==> config.mk <==
export PLATFORM = sky130hd
export DESIGN_NAME = detector_jogada_flat
export DESIGN_NICKNAME = d
export VERILOG_FILES = /design/src/rtl/detector_jogada_pkg.sv /design/src/rtl/detector_jogada_if.sv /design/src/rtl/detector_jogada_filtro_debounce.sv /design/src/rtl/detector_jogada.sv /design/src/flat_wrapper.sv
export SDC_FILE = /design/constraint.sdc
export NUM_CORES = 1
export LEC_CHECK = 0
export CAP_MARGIN = 5
export CORE_ASPECT_RATIO = 0.8
export CORE_MARGIN = 1.5
export CORE_UTILIZATION = 45
export CTS_BUF_LIST = sky130_fd_sc_hd__clkbuf_8
export CTS_CLUSTER_DIAMETER = 150
export DETAILED_ROUTE_END_ITERATION = 10
export PLACE_DENSITY = 0.68
export SYNTH_ARGS = -nofsm -noshare
export SYNTH_HDL_FRONTEND = slang
export SYNTH_SLANG_ARGS = --single-unit
==> constraint.sdc <==
create_clock -name clock -period 3.4 [get_ports clock]
set_input_delay 1.02 -clock clock [delete_from_list [all_inputs] [get_ports clock]]
set_output_delay 1.02 -clock clock [all_outputs]
set_load 0.1 [all_outputs]
==> src/rtl/detector_jogada_pkg.sv <==
// rtl/detector_jogada_pkg.sv - shared FSM encoding, note constants and note encoder
package detector_jogada_pkg;

  typedef enum logic [1:0] {
    OCIOSO      = 2'd0,
    FILTRANDO   = 2'd1,
    PRESSIONADO = 2'd2,
    SOLTANDO    = 2'd3
  } estado_t;

  localparam int NOTA_NENHUMA = 0;

  // Lowest set bit wins so a chord reports its lowest note.
  function automatic int codifica(input logic [31:0] vetor);
    codifica = NOTA_NENHUMA;
    for (int i = 31; i >= 0; i--) begin
      if (vetor[i]) codifica = i + 1;
    end
  endfunction

endpackage

==> src/rtl/detector_jogada_if.sv <==
// rtl/detector_jogada_if.sv - raw player inputs and conditioned note/key events
interface detector_jogada_if #(
  parameter int NUM_BOTOES = 13,
  parameter int NOTA_W     = 4,
  parameter int DURACAO_W  = 16
);
  logic                  enable;
  logic [NUM_BOTOES-1:0] botoes;
  logic                  right_arrow_pressed;
  logic                  left_arrow_pressed;
  logic                  enter_pressed;
  logic [NOTA_W-1:0]     nota;
  logic                  nota_ativa;
  logic                  inicio_nota;
  logic                  nota_feita;
  logic [DURACAO_W-1:0]  duracao;
  logic                  multiplas;
  logic                  press_right;
  logic                  press_left;
  logic                  press_enter;

  modport master (
    output enable, botoes, right_arrow_pressed, left_arrow_pressed, enter_pressed,
    input  nota, nota_ativa, inicio_nota, nota_feita, duracao, multiplas,
           press_right, press_left, press_enter
  );

  modport slave (
    input  enable, botoes, right_arrow_pressed, left_arrow_pressed, enter_pressed,
    output nota, nota_ativa, inicio_nota, nota_feita, duracao, multiplas,
           press_right, press_left, press_enter
  );
endinterface

==> src/rtl/detector_jogada_filtro_debounce.sv <==
// rtl/detector_jogada_filtro_debounce.sv - 1-bit synchroniser, debouncer and press pulse
// Optional periodic re-pulse while the debounced level stays high (REPEAT_EN).
module detector_jogada_filtro_debounce #(
  parameter int DEBOUNCE_TIME = 100,
  parameter int REPEAT_TIME   = 1000,
  parameter bit REPEAT_EN     = 1'b0
) (
  input  logic clock,
  input  logic reset,
  input  logic nivel_i,
  output logic pulso_o
);
  localparam int CNT_W = $clog2(DEBOUNCE_TIME + 1);
  localparam int REP_W = $clog2(REPEAT_TIME + 1);

  logic             meta_q, sinc_q, nivel_q, nivel_d, pulso_q, pulso_d;
  logic [CNT_W-1:0] cnt_q, cnt_d;
  logic [REP_W-1:0] rep_q, rep_d;

  always_ff @(posedge clock or negedge reset) begin
    if (!reset) begin
      meta_q  <= 1'b0;
      sinc_q  <= 1'b0;
      nivel_q <= 1'b0;
      pulso_q <= 1'b0;
      cnt_q   <= '0;
      rep_q   <= '0;
    end else begin
      meta_q  <= nivel_i;
      sinc_q  <= meta_q;
      nivel_q <= nivel_d;
      pulso_q <= pulso_d;
      cnt_q   <= cnt_d;
      rep_q   <= rep_d;
    end
  end

  always_comb begin
    nivel_d = nivel_q;
    pulso_d = 1'b0;
    cnt_d   = cnt_q;
    rep_d   = rep_q;
    if (sinc_q != nivel_q) begin
      if (cnt_q == CNT_W'(DEBOUNCE_TIME - 1)) begin
        nivel_d = sinc_q;
        cnt_d   = '0;
        if (sinc_q) begin
          pulso_d = 1'b1;
          rep_d   = '0;
        end
      end else begin
        cnt_d = cnt_q + 1'b1;
      end
    end else begin
      cnt_d = '0;
      if (REPEAT_EN && nivel_q) begin
        if (rep_q == REP_W'(REPEAT_TIME - 1)) begin
          pulso_d = 1'b1;
          rep_d   = '0;
        end else begin
          rep_d = rep_q + 1'b1;
        end
      end
    end
  end

  assign pulso_o = pulso_q;

endmodule

==> src/rtl/detector_jogada.sv <==
// rtl/detector_jogada.sv - note button debounce/encode FSM plus arrow/enter key pulses
// Optional feature macro: ARROW_AUTO_REPEAT_EN (arrow keys re-pulse every REPEAT_TIME cycles).
module detector_jogada
  import detector_jogada_pkg::*;
#(
  parameter int NUM_BOTOES    = 13,
  parameter int NOTA_W        = 4,
  parameter int DEBOUNCE_TIME = 100,
  parameter int DURACAO_W     = 16,
  parameter int REPEAT_TIME   = 1000
) (
  input  logic              clock,
  input  logic              reset,
  detector_jogada_if.slave  io
);
`ifdef ARROW_AUTO_REPEAT_EN
  localparam bit ARROW_REPEAT = 1'b1;
`else
  localparam bit ARROW_REPEAT = 1'b0;
`endif

  localparam int CNT_W = $clog2(DEBOUNCE_TIME + 1);

  estado_t               estado_q, estado_d;
  logic [NUM_BOTOES-1:0] meta_q, s_botoes_q, amostra_q, amostra_d;
  logic [CNT_W-1:0]      cnt_q, cnt_d;
  logic [NOTA_W-1:0]     nota_q, nota_d;
  logic [DURACAO_W-1:0]  dur_q, dur_d, dur_inc;
  logic                  mult_q, mult_d, inicio_q, inicio_d, feita_q, feita_d;

  always_ff @(posedge clock or negedge reset) begin
    if (!reset) begin
      estado_q   <= OCIOSO;
      meta_q     <= '0;
      s_botoes_q <= '0;
      amostra_q  <= '0;
      cnt_q      <= '0;
      nota_q     <= '0;
      dur_q      <= '0;
      mult_q     <= 1'b0;
      inicio_q   <= 1'b0;
      feita_q    <= 1'b0;
    end else begin
      estado_q   <= estado_d;
      meta_q     <= io.botoes;
      s_botoes_q <= meta_q;
      amostra_q  <= amostra_d;
      cnt_q      <= cnt_d;
      nota_q     <= nota_d;
      dur_q      <= dur_d;
      mult_q     <= mult_d;
      inicio_q   <= inicio_d;
      feita_q    <= feita_d;
    end
  end

  assign dur_inc = (dur_q == '1) ? dur_q : dur_q + 1'b1;

  always_comb begin
    estado_d  = estado_q;
    amostra_d = amostra_q;
    cnt_d     = cnt_q;
    nota_d    = nota_q;
    dur_d     = dur_q;
    mult_d    = mult_q;
    inicio_d  = 1'b0;
    feita_d   = 1'b0;
    case (estado_q)
      OCIOSO: begin
        if (io.enable && (s_botoes_q != '0)) begin
          amostra_d = s_botoes_q;
          cnt_d     = '0;
          estado_d  = FILTRANDO;
        end
      end
      FILTRANDO: begin
        if (s_botoes_q == '0) begin
          estado_d = OCIOSO;
        end else if (s_botoes_q != amostra_q) begin
          amostra_d = s_botoes_q;
          cnt_d     = '0;
        end else if (cnt_q == CNT_W'(DEBOUNCE_TIME - 1)) begin
          estado_d = PRESSIONADO;
          nota_d   = NOTA_W'(codifica(32'(amostra_q)));
          mult_d   = ($countones(amostra_q) > 1);
          dur_d    = '0;
          inicio_d = 1'b1;
        end else begin
          cnt_d = cnt_q + 1'b1;
        end
      end
      PRESSIONADO: begin
        dur_d = dur_inc;
        if (s_botoes_q != amostra_q) begin
          estado_d = SOLTANDO;
          cnt_d    = '0;
        end
      end
      SOLTANDO: begin
        dur_d = dur_inc;
        if (s_botoes_q == amostra_q) begin
          estado_d = PRESSIONADO;
        end else if (s_botoes_q != '0) begin
          cnt_d = '0;
        end else if (cnt_q == CNT_W'(DEBOUNCE_TIME - 1)) begin
          estado_d = OCIOSO;
          feita_d  = 1'b1;
        end else begin
          cnt_d = cnt_q + 1'b1;
        end
      end
      default: estado_d = OCIOSO;
    endcase
    // Losing the turn aborts silently and freezes the reported note/duration.
    if (!io.enable && (estado_q != OCIOSO)) begin
      estado_d = OCIOSO;
      nota_d   = nota_q;
      mult_d   = mult_q;
      dur_d    = dur_q;
      inicio_d = 1'b0;
      feita_d  = 1'b0;
    end
  end

  assign io.nota        = nota_q;
  assign io.nota_ativa  = (estado_q == PRESSIONADO) || (estado_q == SOLTANDO);
  assign io.inicio_nota = inicio_q;
  assign io.nota_feita  = feita_q;
  assign io.duracao     = dur_q;
  assign io.multiplas   = mult_q;

  detector_jogada_filtro_debounce #(
    .DEBOUNCE_TIME(DEBOUNCE_TIME), .REPEAT_TIME(REPEAT_TIME), .REPEAT_EN(ARROW_REPEAT)
  ) u_right (
    .clock(clock), .reset(reset), .nivel_i(io.right_arrow_pressed), .pulso_o(io.press_right)
  );

  detector_jogada_filtro_debounce #(
    .DEBOUNCE_TIME(DEBOUNCE_TIME), .REPEAT_TIME(REPEAT_TIME), .REPEAT_EN(ARROW_REPEAT)
  ) u_left (
    .clock(clock), .reset(reset), .nivel_i(io.left_arrow_pressed), .pulso_o(io.press_left)
  );

  detector_jogada_filtro_debounce #(
    .DEBOUNCE_TIME(DEBOUNCE_TIME), .REPEAT_TIME(REPEAT_TIME), .REPEAT_EN(1'b0)
  ) u_enter (
    .clock(clock), .reset(reset), .nivel_i(io.enter_pressed), .pulso_o(io.press_enter)
  );

endmodule

==> src/flat_wrapper.sv <==
// flat-port wrapper written by rule: the top's interface ports become plain ports
module detector_jogada_flat import detector_jogada_pkg::*;
#(
  parameter int NUM_BOTOES    = 13,
  parameter int NOTA_W        = 4,
  parameter int DEBOUNCE_TIME = 100,
  parameter int DURACAO_W     = 16,
  parameter int REPEAT_TIME   = 1000
)
  (clock, reset, io_enable, io_botoes, io_right_arrow_pressed, io_left_arrow_pressed, io_enter_pressed, io_nota, io_nota_ativa, io_inicio_nota, io_nota_feita, io_duracao, io_multiplas, io_press_right, io_press_left, io_press_enter);
  detector_jogada_if #(.NUM_BOTOES(NUM_BOTOES), .NOTA_W(NOTA_W), .DURACAO_W(DURACAO_W)) io_i ();
  input  logic clock;
  input  logic reset;
  input wire logic [$bits(io_i.enable)-1:0] io_enable;
  input wire logic [$bits(io_i.botoes)-1:0] io_botoes;
  input wire logic [$bits(io_i.right_arrow_pressed)-1:0] io_right_arrow_pressed;
  input wire logic [$bits(io_i.left_arrow_pressed)-1:0] io_left_arrow_pressed;
  input wire logic [$bits(io_i.enter_pressed)-1:0] io_enter_pressed;
  output wire logic [$bits(io_i.nota)-1:0] io_nota;
  output wire logic [$bits(io_i.nota_ativa)-1:0] io_nota_ativa;
  output wire logic [$bits(io_i.inicio_nota)-1:0] io_inicio_nota;
  output wire logic [$bits(io_i.nota_feita)-1:0] io_nota_feita;
  output wire logic [$bits(io_i.duracao)-1:0] io_duracao;
  output wire logic [$bits(io_i.multiplas)-1:0] io_multiplas;
  output wire logic [$bits(io_i.press_right)-1:0] io_press_right;
  output wire logic [$bits(io_i.press_left)-1:0] io_press_left;
  output wire logic [$bits(io_i.press_enter)-1:0] io_press_enter;
  assign io_i.enable = io_enable;
  assign io_i.botoes = io_botoes;
  assign io_i.right_arrow_pressed = io_right_arrow_pressed;
  assign io_i.left_arrow_pressed = io_left_arrow_pressed;
  assign io_i.enter_pressed = io_enter_pressed;
  assign io_nota = io_i.nota;
  assign io_nota_ativa = io_i.nota_ativa;
  assign io_inicio_nota = io_i.inicio_nota;
  assign io_nota_feita = io_i.nota_feita;
  assign io_duracao = io_i.duracao;
  assign io_multiplas = io_i.multiplas;
  assign io_press_right = io_i.press_right;
  assign io_press_left = io_i.press_left;
  assign io_press_enter = io_i.press_enter;
  detector_jogada #(.NUM_BOTOES(NUM_BOTOES), .NOTA_W(NOTA_W), .DEBOUNCE_TIME(DEBOUNCE_TIME), .DURACAO_W(DURACAO_W), .REPEAT_TIME(REPEAT_TIME)) u_core (.clock(clock), .reset(reset), .io(io_i));
endmodule
==> results.toml <==
[run_status]
status = "finished with violations"
violations = "negative setup slack"

[logic_synthesis]
yosysTopAreaCellShare = 0.541
synth_area_per_cell_um2 = 10.9
synth_edf_count = 0
syn_nets = 481
synth-seq-cells = 104
synthArstFlopShare = 1.00
synth_warnings = 0
synth_area_leaders = "dfrtp_1 54%, ha_1 3.6%, xnor2_1 3.6%"
synth.yosys.seq_area_share = 0.541
synthFlopType = "dfrtp_1"
syn_area_mm2 = 0.00481
synth_largest_area_cell = "dfrtp_1"
netlist_instances = 440
synth.distinct_cells = 48

[worst_setup_path]
arrival_ns = 3.87
crit_type = "register to register"
cp.required_ns = 3.67
crit_path_max_incr_delay_ns = 0.55
cp-end-kind = "register"
cp_max_fo = 2
startpoint_type = "register"
crit_path_frequent_cell = "fa_1"
worstPathCellList = "ha_1 -> inv_2 -> fa_1 -> fa_1 -> fa_1 -> inv_1 -> fa_2 -> inv_2 -> fa_2 -> a2111oi_4 -> a21oi_2 -> nor4b_2 -> a21oi_1"
cp_slowest_cell = "fa_1"

[global_route]
grt-ovfl-total = 0
grt.total_usage = 0.184
grt_max_degree = 50
antenna_found_initial = 0
grt_pass1_vias = 3385
grt_pass1_wl_mm = 16.3

[detailed_routing]
post-route-drc-count = 0
final_antenna_net_count = 0
via_count = 3480
routedWlPerCell_um = 14.7
vias_per_cell = 5.37
finalWirelength_mm = 9.56
drt_pass1_iterations = 4
drt_iter0_drc = 276

[floorplanning]
io-pin-count = 46
dieArea_mm2 = 0.0113
coreArea_mm2 = 0.0103
chipHeight_um = 95.5
rows = 33
start_util = 0.466
die_w_um = 119

[cts]
cts-root-buf = "clkbuf_8"
htreeDepth = 3
insertion_delay_ns = 0.38
clock_path_buffers = 2
clk_pin_slew_ns = 0.10
cts_tree = "yes"
cts_num_sinks = 104
cts_inserted_buffers = 9

[timing]
finClkSkew_ns = 0.0126
final_max_slew_viol_count = 0
hold_viol = 0
setup_viol = 1
rsz0062_at_grt = "true"
setup_slack_ns = -0.197
tightest_slew_ns = 0.619
slew_headroom = 0.587
timing.final.crit_share = 1.06
max_freq_ghz = 0.278
finalCriticalPeriod_ns = 3.60

[power]
peakVddDrop_mv = 0.275
p_leak_nw = 2.57
design_power_total_mw = 2.68
powerDensity_mw_per_mm2 = 470

[finish]
fill_cells = 894
fin_nets = 544
syn_to_final_growth_pct = 18.6
drive_gt1_frac = 0.173
fin_util = 0.553
antenna_cells = 0

[placement]
place_congestion = 0.805
dp_slack_ns = -0.283
place.detailed.hpwl_mm = 6.94
io_buffer_count = 45

[job]
cap_violations = 0

[worst_hold_path]
hold_class = "register to register"
[power breakdown]
group,switching [mW],internal (mW),leakage [nW]
clock,0.465,0.356,0.105
sequential,0.0372,1.28,1.33
combinational,0.298,0.247,1.13
total,0.800,1.88,2.57
[synth_stat cells (all sizes together) (8+ instances only)]
cell and n:
dfrtp 104, nor2 38, inv 28, nand2 27
nand3 26, o21ai 23, a21oi 22, xnor2 20
xor2 15, ha 14, mux2 13, and3 11
nand4 11, fa 8
[placed cells by master, fill, tap and decap left out, types with 2 or more instances in the layout]
master and instances:
a21oi_1 19, a21oi_2 3, and2_1 3, and3_1 11, and4_1 4, buf_4 43, clkbuf_8 9, clkdlybuf4s50_1 17
dfrtp_1 104, fa_1 6, fa_2 2, ha_1 14, inv_1 26, inv_2 2, inv_6 2, mux2_2 13
nand2_1 27, nand2b_1 5, nand3_1 26, nand4_1 11, nor2_1 38, nor2b_1 3, nor3_1 5, nor3b_1 4
nor4_1 4, nor4b_1 3, o21a_1 2, o21ai_0 23, o22ai_1 3, o31a_1 2, o31ai_1 5, or2_2 2
or3_1 5, or4_1 4, xnor2_1 20, xor2_1 15
[worst max-delay path, delay by kind of cell, from the launching register on]
family | cells | cell delay, ns
simple gates | 1 | 0.23
compound gates | 3 | 0.37
fa+ha+maj | 6 | 2.33
buf+inv | 3 | 0.16
flops | 1 | 0.40
[path summary, 6_finish.rpt]
kind                                           from                      to  depth (start not counted)  slack (ns)
worst max-delay path            u_core.amostra_q[0]     u_core.io.multiplas                         13       -0.20
min in group asynchronous                     reset   u_core.io.duracao[14]                          1        0.60
max in group asynchronous                     reset  u_core.u_left.cnt_q[1]                          2        2.15
worst min-delay path              u_core.meta_q[12]   u_core.s_botoes_q[12]                          0        0.35
worst max register to register  u_core.amostra_q[0]     u_core.io.multiplas                         13       -0.20
worst min register to register    u_core.meta_q[12]   u_core.s_botoes_q[12]                          0        0.35
[stage by stage]
stage	hold WS (ns)	instance area [um^2]	setup TNS [ns]	instances
3_3_place_gp	0.334	5470	-0.143	632
4_1_cts	0.352	5690	-0.163	648
3_5_place_dp	0.336	5470	-0.283	632
5_1_grt	0.357	5710	-0.403	648
2_1_floorplan	0.331	4830	-0.133	440
6_report	0.350	5710	-0.197	648
[state kept, by name, summed over array words and instances, names as in the netlist, 2 cells and up]
name,count
u_core.amostra_q,13
u_core.io.duracao,16
u_core.u_right.cnt_q,7
u_core.estado_q,2
u_core.meta_q,13
u_core.io.nota,4
u_core.u_left.cnt_q,7
u_core.s_botoes_q,13
u_core.cnt_q,7
u_core.u_enter.cnt_q,7
[per-layer routing]
metal  track usage  vias to the layer above  part of all wire
met5             0                        -                 0
met4        0.0612                        0             0.015
met3        0.0568                       13             0.057
met2         0.274                       85              0.44
met1         0.259                     1724              0.49
li1              -                     1658                 -
[timing repair]
item,4_1_cts,5_1_grt
setup buffers,0,0
setup endpoints to repair,1,1
pin swaps,2,0
gates cloned,0,0
hold endpoints to repair,0,0
hold buffers,0,0
resized for setup,3,2
[cell type report]
class	instances	area, um^2	area share
Clock inverter	7	87.6	0.0153
Tap cell	140	175	0.0307
Sequential cell	104	2600	0.456
Multi-Input combinational cell	299	2100	0.368
Inverter	28	105	0.0184
Timing Repair Buffer	61	513	0.0899
Clock buffer	9	124	0.0217
[cell families (layout without fill, tap and decap cells)]
kind of cell	Yosys count	count (layout)	synth area share
multiplexers	14	14	0.0325
adder cells (fa/ha/maj)	22	22	0.0696
buffers and inverters	37	105	0.0301
XOR/XNOR	35	35	0.0637
flip-flops	104	104	0.541
AO/OA/AOI/OAI	66	66	0.0824
AND/OR/NAND/NOR	162	162	0.181
Power figures use the tool's default switching activity.
